--- config.mk ---
export PLATFORM = sky130hd
export DESIGN_NAME = lock_rr_arbiter
export DESIGN_NICKNAME = d
export VERILOG_FILES = /design/src/rtl/lock_arb_pkg.sv /design/src/rtl/lock_rr_pick.sv /design/src/rtl/lock_rr_arbiter.sv
export SDC_FILE = /design/constraint.sdc
export NUM_CORES = 1
export LEC_CHECK = 0
export ABC_AREA = 1
export CORE_MARGIN = 2
export CORE_UTILIZATION = 57
export CTS_CLUSTER_DIAMETER = 200
export DETAILED_ROUTE_END_ITERATION = 12
export PLACE_DENSITY = 0.88
export SETUP_SLACK_MARGIN = 0.05
export SLEW_MARGIN = 15
export SYNTH_ARGS = -nofsm -noshare
export SYNTH_HDL_FRONTEND = slang
export SYNTH_SLANG_ARGS = --single-unit
--- constraint.sdc ---
create_clock -name clk -period 3.6 [get_ports clk]
set_input_delay 1.08 -clock clk [delete_from_list [all_inputs] [get_ports clk]]
set_output_delay 1.08 -clock clk [all_outputs]
set_load 0.01 [all_outputs]
--- src/rtl/lock_arb_pkg.sv ---
// lock_arb_pkg: shared state encoding, defaults and owner-width helper for the lock arbiter
package lock_arb_pkg;

  typedef enum logic {
    ST_IDLE   = 1'b0,
    ST_LOCKED = 1'b1
  } state_e;

  localparam int DEF_N_REQ    = 4;
  localparam int DEF_MAX_HOLD = 16;

  function automatic int own_w(input int n);
    return (n < 2) ? 1 : $clog2(n);
  endfunction

endpackage

--- src/rtl/lock_rr_pick.sv ---
// lock_rr_pick: rotated priority scan, first set req bit at or after ptr (wrapping)
module lock_rr_pick #(
  parameter int N = 4,
  parameter int W = 2
) (
  input  logic [N-1:0] req,
  input  logic [W-1:0] ptr,
  output logic         found,
  output logic [W-1:0] idx,
  output logic [N-1:0] onehot
);

  int best;

  // keep the requester with the smallest rotated distance from ptr
  always_comb begin
    best = N;
    idx  = '0;
    for (int j = 0; j < N; j++) begin
      if (req[j] && ((j + N - int'(ptr)) % N) < best) begin
        best = (j + N - int'(ptr)) % N;
        idx  = W'(j);
      end
    end
  end

  assign found  = |req;
  assign onehot = found ? N'(1) << idx : '0;

endmodule

--- src/rtl/lock_rr_arbiter.sv ---
// lock_rr_arbiter: round-robin arbiter whose grant is held until release, request drop or hold limit
module lock_rr_arbiter
  import lock_arb_pkg::*;
#(
  parameter int N_REQ    = DEF_N_REQ,
  parameter int MAX_HOLD = DEF_MAX_HOLD,
  parameter int OWN_W    = own_w(N_REQ),
  parameter int CNT_W    = 8
) (
  input  logic             clk,
  input  logic             rst,
  input  logic [N_REQ-1:0] req,
  input  logic [N_REQ-1:0] rel,
  output logic [N_REQ-1:0] grant,
  output logic             busy,
  output logic [OWN_W-1:0] owner,
  output logic             timeout
);

  state_e           state_q, state_d;
  logic [N_REQ-1:0] grant_q, grant_d;
  logic             busy_q, busy_d;
  logic [OWN_W-1:0] owner_q, owner_d;
  logic [OWN_W-1:0] ptr_q, ptr_d;
  logic [CNT_W-1:0] cnt_q, cnt_d;
  logic             timeout_q, timeout_d;
  logic             found;
  logic [OWN_W-1:0] idx;
  logic [N_REQ-1:0] onehot;
  logic             limit, rel_o, req_o;

  lock_rr_pick #(
    .N(N_REQ),
    .W(OWN_W)
  ) u_pick (
    .req   (req),
    .ptr   (ptr_q),
    .found (found),
    .idx   (idx),
    .onehot(onehot)
  );

  assign rel_o = rel[owner_q];
  assign req_o = req[owner_q];
  assign limit = (MAX_HOLD != 0) && (cnt_q == CNT_W'(MAX_HOLD == 0 ? 0 : MAX_HOLD - 1));

  // arbitrate when idle; while locked, release or keep counting the hold time
  always_comb begin
    state_d   = state_q;
    grant_d   = grant_q;
    busy_d    = busy_q;
    owner_d   = owner_q;
    ptr_d     = ptr_q;
    cnt_d     = cnt_q;
    timeout_d = 1'b0;
    if (state_q == ST_IDLE) begin
      if (found) begin
        grant_d = onehot;
        busy_d  = 1'b1;
        owner_d = idx;
        cnt_d   = '0;
        state_d = ST_LOCKED;
      end
    end else if (rel_o || !req_o || limit) begin
      grant_d   = '0;
      busy_d    = 1'b0;
      ptr_d     = (owner_q == OWN_W'(N_REQ - 1)) ? '0 : owner_q + 1'b1;
      state_d   = ST_IDLE;
      timeout_d = limit && !rel_o && req_o;
    end else begin
      cnt_d = (cnt_q == '1) ? cnt_q : cnt_q + 1'b1;
    end
  end

  // state and output registers, cleared asynchronously
  always_ff @(posedge clk or negedge rst) begin
    if (!rst) begin
      state_q   <= ST_IDLE;
      grant_q   <= '0;
      busy_q    <= 1'b0;
      owner_q   <= '0;
      ptr_q     <= '0;
      cnt_q     <= '0;
      timeout_q <= 1'b0;
    end else begin
      state_q   <= state_d;
      grant_q   <= grant_d;
      busy_q    <= busy_d;
      owner_q   <= owner_d;
      ptr_q     <= ptr_d;
      cnt_q     <= cnt_d;
      timeout_q <= timeout_d;
    end
  end

  assign grant   = grant_q;
  assign busy    = busy_q;
  assign owner   = owner_q;
  assign timeout = timeout_q;

endmodule

==> impl_results.md <==
* Post-synth cell types at 27
* Layout cells sized above 1 at 20.8%
* Dpl cells at 201
* Critical path buffer and inverter count at 3
* Core Util, Final at 73.5%
* Crit-path max FO at 6
* GRT Resource Usage Total at 23.8%
* Clk slew on worst S/H paths at 100 ps
* Area share of the largest cell type after synthesis at 39.1%
* Via count at 1148
* Routability cong. at 0.860
* CP peak stage delay at 490 ps
* # diodes at 0
* Antenna violations before repair at 0
* IO Pins at 18
* Slew Limit Fails at 0
* Core Region at 1980 um^2
* DP Area at 1430 um^2
* Syn nets at 170
* Setup bufs post-CTS at 0
* Fin crit period at 3290 ps
* Sequential share of the synthesized area at 39.1%
* Final Setup Violations at 0
* Layout area overhead at 19.7%
* Initial DRC Count at 28
* Cell Count, Final, Fillers Out at 205
* Hold Violations, Final at 0
* Worst R2R End: grant[2]
* Final setup margin at 310 ps
* Setup CP Type: in2reg
* Status: complete, no violations
* # nets final at 193
* Worst path most repeated cell: nand2_1
* DR WL/cell at 13.2 um
* Pleak at 0.000686 uW
* R2R Path Start: ptr_q[0]
* Power per cell area at 727 nW/um^2
* Final setup TNS at 0 ps
* Worst Reg-to-Reg Cells at 19
* Worst slew pin tran at 850 ps
* Synth area leaders: dfrtp_1, nand2_1, o21ai_2
* Pin count of the biggest net entering global routing at 20
* H-Tree Depth at 1
* Synthesized area per cell at 7.80 um^2
* Post-Syn Instances at 156
* Die Width at 50.2 um
* Routed vias/inst at 5.60
* Critical Path AT at 3510 ps
* Inserted Clock Buffers at 3
* Pre-CTS WS at -137 ps
* Synth warn at 0
* TritonCTS clock tree: yes
* Filler cell count at 143
* Routed wire length at 2700 um
* Synth area leader: dfrtp_1
* Worst path depth at 18
* Dpl hpwl at 2090 um
* Critical Path Source: req[1]
* CP max-delay cell: clkdlybuf4s50_1
* Max-cap viol count at 0
* Tcrit/Tclk final at 91.4%
* Post-Layout Inst Area at 1460 um^2
* R2R Setup Slk at 920 ps
* HP Class: reg2reg
* RSZ-0062 raised after global routing: no
* DRC at 0
* Die Ht at 50.2 um
* Global-route wire length before repair at 4580 um
* Clock tree sinks at 19
* FP Rows at 16
* VDD IR max at 0.643 mV
* Critical Path Sink: grant[2]
* Initial Util at 61.4%
* ANT nets after route at 0
* Mapped Area at 1220 um^2
* Number of global-route vias before repair at 1089
* Root Driver: clkbuf_4
* Crit end category: register
* Max Freq at 0.304 GHz
* Startpoint Class: primary input
* Worst Hold Path Cells at 2
* Clock Latency Late Sink at 300 ps
* CTS Buffer Depth at 2
* Clock Skews at 10.7 ps
* Grt ovf at 0
* Crit-path cells: clkdlybuf4s50_1 -> nand2_1 -> o21ai_0 -> o21ai_1 -> ha_1 -> inv_1 -> nor2_1 -> nand2_1 -> nand3_2 -> nand2_1 -> o21ai_0 -> ha_1 -> inv_1 -> nor2_1 -> nand2_1 -> nand3_2 -> nand2_1 -> o21ai_1
* Die area at 2520 um^2
* I/O Buffers at 17
* Max transition margin at 43.2%
* Worst path top cell family by delay: simple AND/OR/NAND/NOR gates
* Synth Register Bits at 19
* CP required at 3820 ps
* DRT Pass-1 Iters at 4
==> worst min-delay path by stage <==
stage / slack (ps) / from / to
final: 500 / busy / busy
after global routing: 550 / busy / busy
after CTS: 520 / busy / busy
after detailed placement: 490 / grant[0] / grant[0]
after global placement: 460 / busy / busy
after floorplan: 490 / cnt_q[1] / cnt_q[1]
==> timing repair <==
action                     CTS  global route
hold buffers                 0             0
setup endpoints to repair    0             6
resized for setup            0             1
==> per-layer routing <==
metal | routed length [um] | up-vias | GRT usage [%]
li1 | - | 554 | -
met1 | 1190 | 546 | 30.7
met2 | 1330 | 40 | 39.0
met3 | 124 | 8 | 3.87
met4 | 57 | 0 | 11.1
met5 | 0 | - | 0
==> registers in the layout (all words and copies together) (netlist names) <==
name and cells:
timeout 1, grant 4, owner 2, state_q 1, ptr_q 2, cnt_q 8, busy 1
==> where the power goes <==
group,switching [uW],internal [uW]
clock,67.6,41.4
combinational,361,233
sequential,82.2,275
total,511,549
==> final cells by class <==
class	count	area (um^2)	share of cell area, %
clock buffers	3	22.5	1.55
clock inverters	1	5.00	0.343
inverters	14	52.6	3.61
multi-input cells	121	673	46.2
flip-flops and latches	19	475	32.6
well taps	27	33.8	2.32
repair buffers	20	195	13.4
==> stage by stage <==
step	hold slack [ps]	total power [uW]
2_1_floorplan	486	770
3_3_place_gp	458	900
3_5_place_dp	490	946
4_1_cts	518	1060
5_1_grt	548	1140
6_report	498	1060
==> cell families after synthesis <==
family / Yosys count / synth area share [%]
adders and majority gates: 4 / 4.11
AOI/OAI and AO/OA: 23 / 13.4
DFF: 19 / 39.1
and+or+nand+nor: 91 / 35.7
xor gates and xnor gates: 3 / 2.16
buffers and inverters: 16 / 5.65
==> placed cells by master, fill, tap and decap left out, types with 2 or more instances in the layout <==
cell / count
a21oi_1: 2
buf_4: 3
clkbuf_4: 3
clkdlybuf4s50_1: 16
dfrtp_1: 19
ha_1: 4
inv_1: 9
inv_2: 5
nand2_1: 48
nand2_2: 5
nand3_1: 7
nand3_2: 4
nand3b_1: 2
nand4_1: 2
nor2_1: 13
nor2_2: 4
nor3_1: 2
o21ai_0: 5
o21ai_1: 6
o21ai_2: 8
xor2_1: 2
==> Yosys cell counts <==
| cell | n |
|---|---|
| o31ai_2 | 1 |
| nand3_2 | 4 |
| or2_2 | 1 |
| nand2_1 | 48 |
| inv_1 | 9 |
| o21ai_2 | 8 |
| buf_6 | 1 |
| nand2_2 | 5 |
| o21ai_0 | 5 |
| or2_1 | 1 |
| a21oi_1 | 2 |
| o221ai_2 | 1 |
| nor2_2 | 4 |
| nand3b_1 | 2 |
| ha_1 | 4 |
| and3_1 | 1 |
| nand3_4 | 1 |
| xor2_1 | 2 |
| nand3_1 | 7 |
| nand4_1 | 2 |
| nor2_1 | 13 |
| nor3_1 | 2 |
| inv_2 | 5 |
| xnor2_1 | 1 |
| dfrtp_1 | 19 |
| o21ai_1 | 6 |
| buf_2 | 1 |
==> worst min-delay path, delay by kind of cell, from the launching register on <==
kind / cells / cell delay, ps
flops: 1 / 370
simple gates: 2 / 100
Note: power is estimated with default switching activity, not from simulation.
